`config.mk`:
```
export PLATFORM = sky130hd
export DESIGN_NAME = seq_divider
export DESIGN_NICKNAME = d
export VERILOG_FILES = /design/src/rtl/seq_divider.sv
export SDC_FILE = /design/constraint.sdc
export NUM_CORES = 1
export LEC_CHECK = 0
export CORE_ASPECT_RATIO = 1.75
export CORE_MARGIN = 1
export CORE_UTILIZATION = 40
export CTS_BUF_LIST = sky130_fd_sc_hd__clkbuf_2 sky130_fd_sc_hd__clkbuf_4 sky130_fd_sc_hd__clkbuf_8
export CTS_CLUSTER_DIAMETER = 100
export CTS_CLUSTER_SIZE = 14
export DETAILED_ROUTE_END_ITERATION = 12
export GPL_TIMING_DRIVEN = 0
export SLEW_MARGIN = 30
export SYNTH_ARGS = -nofsm -noshare
export SYNTH_HDL_FRONTEND = slang
export SYNTH_SLANG_ARGS = --single-unit
```
`constraint.sdc`:
```
create_clock -name clk -period 6.16 [get_ports clk]
set_input_delay 1.54 -clock clk [delete_from_list [all_inputs] [get_ports clk]]
set_output_delay 1.54 -clock clk [all_outputs]
set_load 0.01 [all_outputs]
```
`src/rtl/seq_divider.sv`:
```
// rtl/seq_divider.sv - multi-cycle restoring integer divider, signed/unsigned, with zero and overflow flags
module seq_divider #(
    parameter int WIDTH = 16,
    parameter int CNT_W = $clog2(WIDTH + 1)
) (
    input  logic             clk,
    input  logic             n_rst,
    input  logic             start,
    input  logic             is_signed,
    input  logic [WIDTH-1:0] dividend,
    input  logic [WIDTH-1:0] divisor,
    output logic             busy,
    output logic             done,
    output logic [WIDTH-1:0] quotient,
    output logic [WIDTH-1:0] remainder,
    output logic             div_by_zero,
    output logic             overflow
);

    typedef enum logic [2:0] {S_IDLE, S_LOAD, S_CALC, S_FIX, S_DONE} state_t;

    localparam logic [WIDTH-1:0] MIN_VAL  = {1'b1, {(WIDTH-1){1'b0}}};
    localparam logic [CNT_W-1:0] CNT_INIT = CNT_W'(WIDTH);
    localparam logic [CNT_W-1:0] CNT_ONE  = CNT_W'(1);

    state_t           state_q, state_d;
    logic [CNT_W-1:0] cnt_q, cnt_d;
    logic [WIDTH-1:0] dvd_q, dvd_d;
    logic [WIDTH-1:0] dsr_q, dsr_d;
    logic [WIDTH-1:0] d_q, d_d;
    logic [WIDTH-1:0] r_q, r_d;
    logic             signed_q, signed_d;
    logic             qneg_q, qneg_d;
    logic             rneg_q, rneg_d;
    logic             ovf_pend_q, ovf_pend_d;
    logic [WIDTH-1:0] quot_q, quot_d;
    logic [WIDTH-1:0] rem_q, rem_d;
    logic             dz_q, dz_d;
    logic             ov_q, ov_d;
    logic [WIDTH:0]   r_shift;

    always_comb begin
        state_d    = state_q;
        cnt_d      = cnt_q;
        dvd_d      = dvd_q;
        dsr_d      = dsr_q;
        d_d        = d_q;
        r_d        = r_q;
        signed_d   = signed_q;
        qneg_d     = qneg_q;
        rneg_d     = rneg_q;
        ovf_pend_d = ovf_pend_q;
        quot_d     = quot_q;
        rem_d      = rem_q;
        dz_d       = dz_q;
        ov_d       = ov_q;
        // One bit wider than R so divisors above 2^(WIDTH-1) still compare correctly
        r_shift    = {r_q, d_q[WIDTH-1]};

        case (state_q)
            S_IDLE: begin
                if (start) begin
                    state_d  = S_LOAD;
                    dvd_d    = dividend;
                    dsr_d    = divisor;
                    signed_d = is_signed;
                    dz_d     = 1'b0;
                    ov_d     = 1'b0;
                end
            end
            S_LOAD: begin
                qneg_d     = signed_q & (dvd_q[WIDTH-1] ^ dsr_q[WIDTH-1]);
                rneg_d     = signed_q & dvd_q[WIDTH-1];
                d_d        = (signed_q && dvd_q[WIDTH-1]) ? -dvd_q : dvd_q;
                dsr_d      = (signed_q && dsr_q[WIDTH-1]) ? -dsr_q : dsr_q;
                ovf_pend_d = signed_q && (dvd_q == MIN_VAL) && (dsr_q == '1);
                r_d        = '0;
                cnt_d      = CNT_INIT;
                state_d    = S_CALC;
            end
            S_CALC: begin
                if (r_shift >= {1'b0, dsr_q}) begin
                    r_d = r_shift[WIDTH-1:0] - dsr_q;
                    d_d = {d_q[WIDTH-2:0], 1'b1};
                end else begin
                    r_d = r_shift[WIDTH-1:0];
                    d_d = {d_q[WIDTH-2:0], 1'b0};
                end
                cnt_d = cnt_q - CNT_ONE;
                if (cnt_q == CNT_ONE) begin
                    state_d = S_FIX;
                end
            end
            S_FIX: begin
                // dsr_q holds |divisor| here, which is zero only for a zero divisor
                if (dsr_q == '0) begin
                    quot_d = '1;
                    rem_d  = dvd_q;
                    dz_d   = 1'b1;
                end else if (ovf_pend_q) begin
                    quot_d = dvd_q;
                    rem_d  = '0;
                    ov_d   = 1'b1;
                end else begin
                    quot_d = qneg_q ? -d_q : d_q;
                    rem_d  = rneg_q ? -r_q : r_q;
                end
                state_d = S_DONE;
            end
            S_DONE: begin
                state_d = S_IDLE;
            end
            default: begin
                state_d = S_IDLE;
            end
        endcase
    end

    always_ff @(posedge clk) begin
        if (!n_rst) begin
            state_q    <= S_IDLE;
            cnt_q      <= '0;
            dvd_q      <= '0;
            dsr_q      <= '0;
            d_q        <= '0;
            r_q        <= '0;
            signed_q   <= 1'b0;
            qneg_q     <= 1'b0;
            rneg_q     <= 1'b0;
            ovf_pend_q <= 1'b0;
            quot_q     <= '0;
            rem_q      <= '0;
            dz_q       <= 1'b0;
            ov_q       <= 1'b0;
        end else begin
            state_q    <= state_d;
            cnt_q      <= cnt_d;
            dvd_q      <= dvd_d;
            dsr_q      <= dsr_d;
            d_q        <= d_d;
            r_q        <= r_d;
            signed_q   <= signed_d;
            qneg_q     <= qneg_d;
            rneg_q     <= rneg_d;
            ovf_pend_q <= ovf_pend_d;
            quot_q     <= quot_d;
            rem_q      <= rem_d;
            dz_q       <= dz_d;
            ov_q       <= ov_d;
        end
    end

    assign busy        = (state_q != S_IDLE);
    assign done        = (state_q == S_DONE);
    assign quotient    = quot_q;
    assign remainder   = rem_q;
    assign div_by_zero = dz_q;
    assign overflow    = ov_q;

endmodule

```
## Word-level counts from Yosys, hierarchy flattened

Index checks and enable logic that the tools add are counted.

| word-level totals | value |
|---|---|
| bits in registers | 110 |
| output and inout port bits | 36 |
| input port bits | 36 |

| cells by class | value |
|---|---|
| reductions and logical operators | 15 |
| eq/ne operators | 13 |
| multiplexer cells | 24 |
| add/subtract/negate cells | 6 |
| order comparisons | 1 |
| bitwise gates (word level) | 3 |

Operator list:

| operator | number |
|---|---|
| $mux 16 | 10 |
| $pmux 16 s2 | 3 |
| $neg 16->16 | 4 |
| $eq 16x16->1 const B | 2 |
| $ge 17x16->1 | 1 |
| $logic_not 16->1 | 1 |
| $sub 16x16->16 | 1 |
| $ne 2x2->1 const B | 6 |
| $pmux 3 s4 | 1 |
| $pmux 5 s2 | 1 |
| $eq 3x2->1 const B | 2 |
| $mux 3 | 2 |
| $reduce_and 3->1 | 2 |
| $reduce_bool 2->1 | 3 |
| $eq 5x1->1 const B | 1 |
| $mux 1 | 5 |
| $sub 5x1->5 const B | 1 |
| $logic_and 1x1->1 | 4 |
| $pmux 1 s2 | 2 |
| $reduce_and 2->1 | 2 |
| $reduce_and 4->1 | 1 |
| $eq 3x1->1 const B | 1 |
| $eq 3x3->1 const B | 1 |
| $logic_not 3->1 | 1 |
| other kinds (3) | 4 |

## Longest topological paths before layout

Gate-level depths: netlist of the first run.

| logic depth | value |
|---|---|
| word-level depth | 4 |
| depth in mapped cells | 11 |
| gate-level depth less buffers | 10 |

## Least setup slack after synthesis of the first run

Ideal clock, no wire load.

| timing path | value |
|---|---|
| path kind | input-to-reg |
| from | input n_rst |
| to | register r_q[0] |
| data arrival time | 2627 ps |
| cell stages on the path | 6 |
| slack | 3454 ps |
| buffers on the path | 2 |
| library setup time | 79 ps |
| cell sequence | inv_1 > clkbuf_1 > nor2_1 > clkbuf_1 > o211ai_1 > o211ai_1 |

RTL lines:

| what | line | RTL |
|---|---|---|
| start: declaration | 7 | `input logic n_rst,` |
| end signal: assignment | 141 | `r_q <= r_d;` |
| end: declaration | 31 | `logic [WIDTH-1:0] r_q, r_d;` |

==> flow_summary.toml, run 1 <==
[yosys]
syn_area_per_cell_um2 = 7.663
yosysSeqAreaShare = 0.3381
synth_cells = 850
synth.top_cell.area_share = 0.3381
ys_types = 57
syn_area_mm2 = 0.006514
syn_nets = 910
synth_top_area_cell = "dfxtp_1"
synthFlopType = "dfxtp_1"
ys.warnings.count = 0
ys_async_sr_fraction = 0
synth_edf_count = 0
synth.ff_latch_count = 110
synthTopCellsByArea = "dfxtp_1, nand2_1, a21oi_1, xnor2_1, ha_1"

[timing]
slew_violations = 0
fin_crit_sh = 0.5869
setup-tns-final_ns = 0
setup_viol = 0
worstMarginPinSlew_ns = 0.8474
rsz0062_at_grt = "false"
fin_crit_ns = 3.615
relSlewSlack = 0.4350
hold_viol = 0
max_freq_mhz = 276.6
hold-worst-slack_ns = 0.4589
fin_skew_ns = 0.01782
fin_ws_ns = 2.545

[drt]
drc_errors = 2
avgViaCountPerCell = 5.845
postRouteAntennaNets = 0
drt-initial-drc-count = 375
vias = 6581
routedWlPerCell_um = 19.63
dr.pass1.iters = 12
drt_wl_total_um = 22110

[layout]
diodes = 0
areaGrowthSynthToFinish_pct = 17.60
utilization = 0.4825
fin_area_mm2 = 0.007660
final_nets = 992
stdcell_count = 1126
drive_above_1_share = 0.03202

[die]
rows = 61
io_pins = 72
dieHeight_um = 170.8
start_util = 0.4103
die_x_um = 98.47
coreArea_mm2 = 0.01588
design.die.area_mm2 = 0.01682

[outcome]
violations = "DRC"
outcome = "finished with violations"

[clock_network]
clock_path_buffers = 2
cts_buffers = 9
ctsHtreeMaxLevel = 3
cts-root-buf = "clkbuf_8"
cts.sinks = 110
cts_resized = 0
postCtsHoldBufs = 0
clk_pin_slew_worst_paths_ns = 0.11
cts_tree = "yes"
cts_setup_buffers = 0
insertion_delay_ns = 0.39

[worst_setup_path]
startpoint_type = "input pin"
end_kind = "flop"
critPathKind = "in2reg"
crit_arrival_ns = 3.92
cp_max_fo = 10
crit_required_ns = 6.46

[placed_design]
preCtsSetupSlack_ns = 2.135
numPortBuffers = 71
place_hpwl_um = 17370
place_inst = 1110
gp_congestion = 0.9264
place_area_mm2 = 0.007466

[grt]
grt_pass1_wl_um = 34420
grt_usage = 0.2683
grt_max_degree = 20
gr-total-overflow = 0
grt_pass1_vias = 6385
antenna_found_initial = 0

[worst_hold_path]
hp-class = "reg2reg"

[power_and_ir_drop]
p_leak_nw = 2.763
vdd_ir_drop_max_mv = 0.1062
power_density_mw_per_mm2 = 238.6
total_power_mw = 1.828

[run]
maxCapViolations = 0
power breakdown:
| group | switching, mW | total, mW | internal [mW] |
|---|---|---|---|
| logic | 0.377 | 0.588 | 0.212 |
| registers | 0.0521 | 0.801 | 0.749 |
| clock network | 0.280 | 0.438 | 0.159 |
per-layer routing:
metal | up-vias | global-route usage | share of wire | routed length, um
li1 | 3232 | - | - | -
met1 | 3075 | 0.2787 | 0.37 | 8178
met2 | 199 | 0.5028 | 0.53 | 11700
met3 | 75 | 0.02982 | 0.037 | 828
met4 | 0 | 0.1804 | 0.063 | 1402
met5 | - | 0 | 0 | 0
flip-flops by register name, summed over array words and instances (netlist names), 3 cells and up:
signal and flops:
quotient 16, dvd_q 16, dsr_q 16, remainder 16, cnt_q 5, r_q 16, state_q 3, d_q 16
critical path, cell delays in order:
cell and delay (ns):
clkdlybuf4s50_1 0.58, inv_1 0.10, clkbuf_1 0.25, nor2_1 0.71, clkbuf_1 0.43, nand2_1 0.10, o211ai_1 0.20
synth_stat cells, drive strengths merged (6+ instances only):
cell type,instances
clkbuf,53
xor2,16
a221oi,7
nand2,144
nor4,12
inv,32
xnor2,38
a31oi,6
nand3,15
nor3,25
buf,6
ha,23
a21oi,87
a222oi,10
mux2i,10
o41ai,10
nor2,54
o211ai,25
o21ai,46
dfxtp,110
o31ai,21
and2,7
a22oi,23
placed cells by master, fill, tap and decap left out, types with 4 or more instances in the layout:
| cell type | Yosys | layout |
|---|---|---|
| a21o_1 | 5 | 5 |
| a21oi_1 | 87 | 87 |
| a221oi_1 | 7 | 7 |
| a222oi_1 | 10 | 10 |
| a22oi_1 | 23 | 23 |
| a31oi_1 | 6 | 6 |
| and2_1 | 7 | 7 |
| and3_1 | 5 | 5 |
| clkbuf_1 | 53 | 53 |
| clkbuf_8 | 0 | 9 |
| clkdlybuf4s50_1 | 0 | 71 |
| dfxtp_1 | 110 | 110 |
| ha_1 | 23 | 23 |
| inv_1 | 32 | 32 |
| mux2i_1 | 10 | 10 |
| nand2_1 | 144 | 144 |
| nand2b_1 | 4 | 4 |
| nand3_1 | 15 | 15 |
| nand4_1 | 5 | 5 |
| nor2_1 | 54 | 54 |
| nor3_1 | 24 | 22 |
| nor4_1 | 12 | 12 |
| o211ai_1 | 25 | 25 |
| o21a_1 | 5 | 5 |
| o21ai_0 | 46 | 46 |
| o22ai_1 | 4 | 4 |
| o31a_1 | 4 | 4 |
| o31ai_1 | 20 | 20 |
| o41ai_1 | 10 | 10 |
| xnor2_1 | 38 | 38 |
| xor2_1 | 16 | 16 |
final timing paths:
check          startpoint           end  slack, ns  depth (start not counted)
max                 n_rst       r_q[10]       2.54                          7
min          remainder[6]  remainder[6]       0.46                          2
min reg2reg  remainder[6]  remainder[6]       0.46                          2
max reg2reg      dsr_q[4]       r_q[10]       3.13                         10
cells by family (layout without fill, tap and decap cells):
family                   Yosys count  in the layout  synth area share
buffers and inverters             91            178           0.05398
adder cells (fa/ha/maj)           24             24           0.04725
AO/OA/AOI/OAI                    274            274            0.2772
XOR/XNOR                          54             54           0.07261
multiplexers                      10             10           0.01537
flip-flops                       110            110            0.3381
AND/OR/NAND/NOR                  287            287            0.1955
area by class of cell:
type | count | area, um2
fill | 1639 | 8215
multi-input combinational | 649 | 3975
sequential | 110 | 2202
timing repair buffer | 71 | 710.7
tap | 189 | 236.5
buffer | 59 | 231.5
clock buffer | 10 | 131.4
inverter | 32 | 120.1
clock inverter | 6 | 52.55
Note: power is estimated with default switching activity, not from simulation.
==> run 2: changes to the inputs <==
==> constraint.sdc (replaced) <==
create_clock -name clk -period 3.4 [get_ports clk]
set_input_delay 0.85 -clock clk [delete_from_list [all_inputs] [get_ports clk]]
set_output_delay 0.85 -clock clk [all_outputs]
set_load 0.01 [all_outputs]
==> results of run 2 <==
The final DEF is identical to that of run 1. Status: finished with violations: DRC.
Among the figures that moved: setup slack after placement 2.135 ns -> 0.06471 ns; setup slack after layout 2.545 ns -> 0.3674 ns; start point of the critical path n_rst -> dsr_q[4]; register-to-register setup slack 3.13 ns -> 0.37 ns; total power 1.828 mW -> 3.312 mW; worst IR drop on VDD 0.1062 mV -> 0.1924 mV
